### src/rtl/wts_bus_pkg.sv
// Shared types for the wave-table sound bus initiator: FSM encoding, command word layout, timeout data.
// Combinational only; no latency or backpressure of its own.
package wts_bus_pkg;

  typedef enum logic [1:0] {
    ST_IDLE    = 2'd0,
    ST_REQ     = 2'd1,
    ST_RECOVER = 2'd2
  } state_t;

  localparam logic [7:0] TIMEOUT_DATA = 8'hFF;
  localparam int         CMD_W        = 25;

  typedef struct packed {
    logic        wrt;
    logic [15:0] adr;
    logic [7:0]  d;
  } cmd_t;

  function automatic cmd_t pack_cmd(input logic wrt, input logic [15:0] adr, input logic [7:0] d);
    cmd_t c;
    c.wrt = wrt;
    c.adr = adr;
    c.d   = d;
    return c;
  endfunction

endpackage

### src/rtl/wts_cmd_fifo.sv
// Synchronous command FIFO, 2**AW deep; head visible combinationally, so pop-to-use is same cycle.
// Pushes while full and pops while empty are ignored; full/empty come from an extra pointer wrap bit.
module wts_cmd_fifo
  import wts_bus_pkg::*;
#(
  parameter int W  = CMD_W,
  parameter int AW = 2
) (
  input  logic         clk,
  input  logic         nreset,
  input  logic         i_push,
  input  logic [W-1:0] i_dat,
  input  logic         i_pop,
  output logic [W-1:0] o_dat,
  output logic         o_full,
  output logic         o_empty
);

  localparam logic [AW:0] PTR_ONE = (AW+1)'(1);

  logic [W-1:0] r_mem [2**AW];
  logic [AW:0]  r_wptr;
  logic [AW:0]  r_rptr;
  logic         w_wr_en;
  logic         w_rd_en;

  assign w_wr_en = i_push && !o_full;
  assign w_rd_en = i_pop && !o_empty;

  always_ff @(posedge clk or negedge nreset) begin
    if (!nreset) begin
      r_wptr <= '0;
      r_rptr <= '0;
    end else begin
      if (w_wr_en) r_wptr <= r_wptr + PTR_ONE;
      if (w_rd_en) r_rptr <= r_rptr + PTR_ONE;
    end
  end

  // Storage needs no reset: only entries between the pointers are ever read.
  always_ff @(posedge clk) begin
    if (w_wr_en) r_mem[r_wptr[AW-1:0]] <= i_dat;
  end

  assign o_dat   = r_mem[r_rptr[AW-1:0]];
  assign o_empty = (r_wptr == r_rptr);
  assign o_full  = (r_wptr[AW] != r_rptr[AW]) && (r_wptr[AW-1:0] == r_rptr[AW-1:0]);

endmodule

### src/rtl/wts_bus_master.sv
// WTS bus initiator: queues commands, runs one req/ack cycle at a time, reports read data or timeouts.
// req rises one cycle after a push into an empty queue; cmd_ready drops only when the queue is full.
module wts_bus_master
  import wts_bus_pkg::*;
#(
  parameter int FIFO_AW = 2,
  parameter int TIMEOUT = 255
) (
  input  logic        clk,
  input  logic        nreset,
  input  logic        cmd_valid,
  output logic        cmd_ready,
  input  logic        cmd_wrt,
  input  logic [15:0] cmd_adr,
  input  logic [7:0]  cmd_d,
  output logic        rsp_valid,
  output logic [7:0]  rsp_q,
  output logic        rsp_timeout,
  output logic        busy,
  output logic        req,
  output logic        wrt,
  output logic [15:0] adr,
  output logic [7:0]  dbo,
  input  logic        ack,
  input  logic [7:0]  dbi
);

  localparam logic [7:0] CNT_LAST = 8'(TIMEOUT - 1);

  state_t      r_state;
  logic [7:0]  r_cnt;
  logic        r_req;
  logic        r_wrt;
  logic [15:0] r_adr;
  logic [7:0]  r_dbo;
  logic [7:0]  r_q;
  logic        r_rsp_vld;
  logic        r_rsp_to;

  cmd_t        w_cmd_in;
  cmd_t        w_head;
  logic        w_full;
  logic        w_empty;
  logic        w_push;
  logic        w_pop;

  assign w_cmd_in = pack_cmd(cmd_wrt, cmd_adr, cmd_d);
  assign w_push   = cmd_valid && !w_full;
  assign w_pop    = (r_state == ST_IDLE) && !w_empty;

  wts_cmd_fifo #(
    .W  (CMD_W),
    .AW (FIFO_AW)
  ) u_fifo (
    .clk     (clk),
    .nreset  (nreset),
    .i_push  (w_push),
    .i_dat   (w_cmd_in),
    .i_pop   (w_pop),
    .o_dat   (w_head),
    .o_full  (w_full),
    .o_empty (w_empty)
  );

  always_ff @(posedge clk or negedge nreset) begin
    if (!nreset) begin
      r_state   <= ST_IDLE;
      r_cnt     <= 8'd0;
      r_req     <= 1'b0;
      r_wrt     <= 1'b0;
      r_adr     <= 16'h0000;
      r_dbo     <= 8'h00;
      r_q       <= 8'h00;
      r_rsp_vld <= 1'b0;
      r_rsp_to  <= 1'b0;
    end else begin
      r_rsp_vld <= 1'b0;
      case (r_state)
        ST_IDLE: begin
          if (!w_empty) begin
            r_wrt   <= w_head.wrt;
            r_adr   <= w_head.adr;
            r_dbo   <= w_head.d;
            r_req   <= 1'b1;
            r_cnt   <= 8'd0;
            r_state <= ST_REQ;
          end
        end
        ST_REQ: begin
          if (ack) begin
            r_req   <= 1'b0;
            r_cnt   <= 8'd0;
            r_state <= ST_RECOVER;
            if (!r_wrt) begin
              r_q       <= dbi;
              r_rsp_vld <= 1'b1;
              r_rsp_to  <= 1'b0;
            end
          end else if (r_cnt == CNT_LAST) begin
            // Timeouts are reported for writes as well, so the source never waits forever.
            r_req     <= 1'b0;
            r_cnt     <= 8'd0;
            r_q       <= TIMEOUT_DATA;
            r_rsp_vld <= 1'b1;
            r_rsp_to  <= 1'b1;
            r_state   <= ST_RECOVER;
          end else begin
            r_cnt <= r_cnt + 8'd1;
          end
        end
        ST_RECOVER: begin
          // The responder's ack trails req; wait for it to drop so it is not mistaken for the next cycle's ack.
          if (!ack || r_cnt == CNT_LAST) begin
            r_state <= ST_IDLE;
          end else begin
            r_cnt <= r_cnt + 8'd1;
          end
        end
        default: r_state <= ST_IDLE;
      endcase
    end
  end

  assign cmd_ready   = !w_full;
  assign busy        = !w_empty || (r_state != ST_IDLE);
  assign req         = r_req;
  assign wrt         = r_wrt;
  assign adr         = r_adr;
  assign dbo         = r_dbo;
  assign rsp_valid   = r_rsp_vld;
  assign rsp_q       = r_q;
  assign rsp_timeout = r_rsp_to;

endmodule

### config.mk
export PLATFORM = sky130hd
export DESIGN_NAME = wts_bus_master
export DESIGN_NICKNAME = d
export VERILOG_FILES = /design/src/rtl/wts_bus_pkg.sv /design/src/rtl/wts_cmd_fifo.sv /design/src/rtl/wts_bus_master.sv
export SDC_FILE = /design/constraint.sdc
export NUM_CORES = 1
export LEC_CHECK = 0
export ABC_CLOCK_PERIOD_IN_PS = 2080
export CORE_UTILIZATION = 50
export DETAILED_ROUTE_END_ITERATION = 10
export HOLD_SLACK_MARGIN = 0.05
export PLACE_DENSITY = 0.73
export SKIP_LAST_GASP = 1
export SLEW_MARGIN = 20
export SYNTH_ARGS = -nofsm -noshare
export SYNTH_HDL_FRONTEND = slang
export SYNTH_SLANG_ARGS = --single-unit
### constraint.sdc
create_clock -name clk -period 2.08 [get_ports clk]
set_clock_uncertainty 0.15 [all_clocks]
set_input_delay 0.416 -clock clk [delete_from_list [all_inputs] [get_ports clk]]
set_output_delay 0.416 -clock clk [all_outputs]
set_load 0.05 [all_outputs]
# After elaboration in Yosys (flattened, before gate mapping)
# Memories as Yosys holds them, arrays and structs flattened. A register that Yosys moved wholly into a read port is not among the register bits.
# Cells that the tools add are included.
[word_totals] mem_bits_rw=100 memories=1 out_inout_bits=38 input_bits=37 word_cells=71 ff_bits=27
[op_classes] mux=26 bitwise=1 addsub=3 n_eq_ne=11 reduce_logical=21
[mem_list] name="u_fifo.r_mem" depth=4 width=25 rd=1 rd_ports_with_merged_regs=1 write_ports=1 line="wts_cmd_fifo.sv:21" rtl="logic [W-1:0] r_mem [2**AW];"
[op_table] cell="8-bit two-way mux" n=7
[op_table] cell="8-bit one-hot mux with 3 select lines" n=1
[op_table] cell="1-bit two-way mux" n=12
[op_table] cell="3-bit AND reduction" n=4
[op_table] cell="8-bit by 1-bit adder with 8-bit output (second input constant)" n=1
[op_table] cell="8-bit equality test (second input constant)" n=1
[op_table] cell="2-bit two-way mux" n=4
[op_table] cell="2-bit inequality test (second input constant)" n=4
[op_table] cell="3-bit by 1-bit adder with 3-bit output (second input constant)" n=2
[op_table] cell="2-bit one-hot mux with 3 select lines" n=1
[op_table] cell="2-bit nonzero test" n=3
[op_table] cell="1-bit logical AND" n=5
[op_table] cell="1-bit logical NOT" n=4
[op_table] cell="3-bit equality test" n=1
[op_table] cell="3-bit inequality test (second input constant)" n=1
[op_table] cell="3-bit nonzero test" n=1
[op_table] cell="2-bit by 1-bit equality test with 1-bit output (second input constant)" n=1
[op_table] cell="2-bit equality test" n=1
[op_table] cell="2-bit equality test (second input constant)" n=1
[op_table] cell="2-bit logical NOT" n=1
[op_table] cell="1-bit logical OR" n=2
[op_table] cell="1-bit one-hot mux with 2 select lines" n=1
[op_table] cell="2-bit AND reduction" n=1
[op_table] cell="1-bit inequality test" n=1
[op_table] cell="1-bit inverter" n=1

# Depth between registers and ports, before layout
[depth] ltp_word=7 mapped_depth=7 mapped_depth_nobuf=7

# By module
# From an unflattened synthesis, not the netlist that was laid out.
[hier_totals] hier_cells=352 hier_area_um2=6249.7
[modules_own_cells] mod="wts_cmd_fifo" seq_area_each_um2=3153.0 n_inst=1 cells_each=179 area_each_um2=4122.7
[modules_own_cells] mod="wts_bus_master" seq_area_each_um2=1151.1 n_inst=1 cells_each=173 area_each_um2=2127.0

# Worst setup path after synthesis
# OpenSTA, ideal clock, no wires.
[synth_path] path_type="flip-flop to flip-flop" startpoint="reg u_fifo.r_rptr[0]" endpoint="mem u_fifo.r_mem[3][0] (netlist bit) (enable)" synth_period_minus_slack_ps=2306 setup_time_ps=386 path_slack_ps=-226 arrival_ps=1771 t_required_ps=1544 path_buffers=1 path_stages_with_launch=6 path_cell_list="dfrtp_1 > buf_6 > xnor2_1 > and2_1 > a21boi_2 > and2_1"
[synth_via] elab_chain_len=7
[synth_lines] item="start, declared" line="wts_cmd_fifo.sv:23" rtl="logic [AW:0] r_rptr;"
[synth_lines] item="start signal, assigned" line="wts_cmd_fifo.sv:36" rtl="if (w_rd_en) r_rptr <= r_rptr + PTR_ONE;"
[synth_lines] item="2-bit equality test (*)" line="wts_cmd_fifo.sv:47" rtl="assign o_full = (r_wptr[AW] != r_rptr[AW]) && (r_wptr[AW-1:0] == r_rptr[AW-1:0]);"
[synth_lines] item="1-bit logical AND (*)" line="wts_cmd_fifo.sv:47"
[synth_lines] item="1-bit logical NOT (*)" line="wts_cmd_fifo.sv:27, wts_bus_master.sv:48"
[synth_lines] item="1-bit logical AND" line="wts_bus_master.sv:48" rtl="assign w_push = cmd_valid && !w_full;"
[synth_lines] item="1-bit logical AND (*)" line="wts_cmd_fifo.sv:27" rtl="assign w_wr_en = i_push && !o_full;"
[synth_lines] item="1-bit two-way mux (*)" line="wts_cmd_fifo.sv:42" rtl="if (w_wr_en) r_mem[r_wptr[AW-1:0]] <= i_dat;"
[synth_lines] item="1-bit two-way mux (not written as such) (*)" line="wts_cmd_fifo.sv:42"
[synth_lines] item="end, declared" line="wts_cmd_fifo.sv:21"
# Mark *: on every way between the ends. The rest lies on a longest branch, timed or not.

# Final worst setup path
[layout_path] startpoint="reg u_fifo.r_wptr[2]" endpoint="out busy"
[layout_via] elab_chain_len=3
[layout_lines] item="start, declared" line="wts_cmd_fifo.sv:22" rtl="logic [AW:0] r_wptr;"
[layout_lines] item="start signal, assigned" line="wts_cmd_fifo.sv:35" rtl="if (w_wr_en) r_wptr <= r_wptr + PTR_ONE;"
[layout_lines] item="3-bit equality test" line="wts_cmd_fifo.sv:46" rtl="assign o_empty = (r_wptr == r_rptr);"
[layout_lines] item="1-bit logical NOT" line="wts_bus_master.sv:125" rtl="assign busy = !w_empty || (r_state != ST_IDLE);"
[layout_lines] item="1-bit logical OR" line="wts_bus_master.sv:125"
[layout_lines] item="end, declared" line="wts_bus_master.sv:19" rtl="output logic busy,"
# No other way between the ends.

==> impl_metrics.yaml <==
logic_synthesis:
  synth_seq_cells: 152
  syn_nets: 371
  synth_cell_types: 40
  async_flop_share_pct: 34.21
  ys.flop_type: "edfxtp_1"
  syn-instance-count: 323
  synth-seq-area-share_pct: 71.88
  yosysWarnings: 0
  syn-cell-area_sq_mm: 0.005988
  avgSynthCellArea_sq_um: 18.54
  synth_edf_count: 100
power_and_ir_drop:
  swShare_pct: 35.73
  seqPwrFrac_pct: 34.2
  vdd_drop_max_uv: 1022
  power.switching_mw: 4.768
  pwr-share-clk_pct: 23.3
  p_leak_nw: 2.965
  pwr-share-comb_pct: 42.5
  pwr_density_cell_mw_per_mm2: 1694
  p_int_mw: 8.578
  total_power_mw: 13.35
min_path:
  hold_path.class: "flip-flop to flip-flop"
final_layout:
  fill_cells: 762
  fin_util_pct: 68.12
  areaGrowthSynthToFinish_pct: 31.55
  final_common_cell: "edfxtp_1"
  final_cell_mix: "edfxtp_1, dfrtp_1, buf_4"
  finalInstanceArea_sq_mm: 0.007878
  nets: 490
  diodes: 0
  drive_gt1_share_pct: 31.28
global_routing:
  globalRouteOverflowTotal: 0
  met1_usage_pct: 24.94
  grt_start_max_net_pins: 28
  top_usage_layer: "met2"
  grt_pass1_vias: 3494
  antenna_found_initial: 0
  use_met2_pct: 34.21
  grt_pass1_wl_mm: 18.66
  track_usage_pct: 20.40
  grt.met3_usage_pct: 6.260
placement:
  dpl_cell_area_sq_mm: 0.007134
  port_buffers: 74
  gp_congestion: 0.8394
  dp_hpwl_mm: 7.370
  post-place-ws_ns: -0.1410
floorplanning:
  rows: 39
  die_h_um: 111.4
  pin_count: 75
  coreArea_sq_mm: 0.01156
  dieArea_sq_mm: 0.01242
  initial_utilization_pct: 51.78
  die_w_um: 111.4
worst_setup_path:
  end_kind: "output port"
  crit_fanout: 4
  rrSetupSlack_ns: 0.10
  crit_required_ns: 1.51
  arrival_ns: 1.52
  critPathKind: "flip-flop to output port"
  startpoint_type: "flip-flop"
clock_network:
  cts_buffers: 17
  ctsHtreeMaxLevel: 4
  clk_latency_ns: 0.42
  cts_tree: "built"
  cts.sink_count: 152
  clk_pin_slew_worst_paths_ns: 0.05
  cts_root_buffer: "clkbuf_16"
  clk_path_buf_depth: 2
route:
  vias: 3391
  dr.pass1.iters: 8
  vias_per_cell: 5.680
  drt_iter0_drc: 250
  routed_wl_mm: 11.81
  routedWlPerCell_um: 19.79
  route.detailed.drc: 9
  ant_nets: 0
timing:
  fmax_mhz: 478.7
  hold_viol: 0
  min_period_over_period_pct: 100.4
  post-route-worst-setup-slack_ns: -0.009128
  layout_min_cycle_time_ns: 2.089
  final-setup-viol-count: 1
  tightest_slew_ns: 0.5934
  relSlewSlack_pct: 60.44
  maxSlewViolCount: 0
  rsz0062_at_grt: "true"
status:
  status: "finished with violations"
  violations: "design-rule violations, negative setup slack"
run:
  cap_viol_max_count: 0
==> sequential cells by signal, indices dropped and copies added, names as in the netlist <==
register,cells
req,1
rsp_valid,1
r_state,2
adr,16
rsp_timeout,1
u_fifo.r_mem,100
dbo,8
r_cnt,8
wrt,1
rsp_q,8
u_fifo.r_wptr,3
u_fifo.r_rptr,3
==> cell usage after synthesis, types with 2 or more instances <==
cell type    n  share of area (%)
a21oi_1      6               0.50
and2_1       5               0.52
and3_1       2               0.21
buf_2        2               0.17
buf_6        3               0.56
clkbuf_1     4               0.25
dfrtp_1     52                 22
edfxtp_1   100                 50
ha_1        11                2.3
inv_1        7               0.44
mux2_1      17                3.2
mux2_2       9                1.7
mux4_2      24                9.0
nand2_1      8               0.50
nand3_1      5               0.42
nand4_1      4               0.42
nor2_1       5               0.31
nor2b_1      2               0.21
nor3_1       5               0.42
nor3b_1      2               0.25
o21ai_0     16                1.3
o22a_1       8                1.2
o31ai_1      3               0.38
xnor2_1      5               0.73
xor2_1       3               0.44
==> repair_timing <==
action                     4_1_cts  5_1_grt
hold buffers                     1        0
setup endpoints to repair       29       10
cloned                           0        1
hold endpoints to repair        17        0
setup buffers                    2        9
resized for setup               29       17
pin swaps                        0        5
==> per-layer routing <==
layer	vias up	share of wire [%]
li1	1512	-
met1	1731	41
met2	127	52
met3	21	5.9
met4	0	1.5
met5	-	0
==> worst max-delay path, cell delays in order, from the launching register on <==
cell and delay (ns):
dfrtp_2 0.42, xnor2_2 0.20, and4_4 0.29, inv_8 0.05, buf_12 0.14
==> cells by family after synthesis <==
kind of cell / after synthesis / synth area share (%)
flops: 152 / 71.88
buf+inv: 18 / 1.609
fa+ha+maj: 11 / 2.298
compound gates: 42 / 4.952
simple gates: 41 / 3.740
xor+xnor: 8 / 1.170
mux: 51 / 14.35
==> power groups by stage <==
stage / registers (mW) / clock network, mW / logic (mW)
floorplan: 5.75 / 0 / 2.46
global placement: 4.57 / 0 / 5.41
detailed placement: 4.63 / 0 / 5.51
CTS: 4.59 / 3.15 / 5.48
global route: 4.65 / 3.29 / 6.01
finish: 4.57 / 3.11 / 5.67
==> final cells by class <==
type / count / area [sq um] / share of cell area, %
clock buffer: 21 / 460.4 / 5.845
timing repair buffer: 109 / 1084 / 13.75
clock inverter: 10 / 145.1 / 1.842
sequential: 152 / 4310 / 54.72
tap: 143 / 178.9 / 2.271
multi-input combinational: 154 / 1662 / 21.09
inverter: 8 / 37.54 / 0.4765
==> stage by stage <==
stage	TNS, ns	cells	hold slack [ns]
after floorplan	0	323	-0.02959
after global placement	-1.647	554	0.2937
after detailed placement	-3.048	554	0.3024
after CTS	-0.1070	588	0.3420
after global routing	-0.1007	597	0.3581
final	-0.009128	597	0.3385
==> worst paths after layout <==
path                                       start       end  cells past startpoint
worst max-delay path            u_fifo.r_wptr[2]      busy                      4
worst min-delay path                      adr[7]    adr[7]                      1
worst max register to register        r_state[1]  r_cnt[5]                      6
worst min register to register            adr[7]    adr[7]                      1
max in group asynchronous                 nreset       req                      3
min in group asynchronous                 nreset   adr[14]                      2
Power figures use the tool's default switching activity.
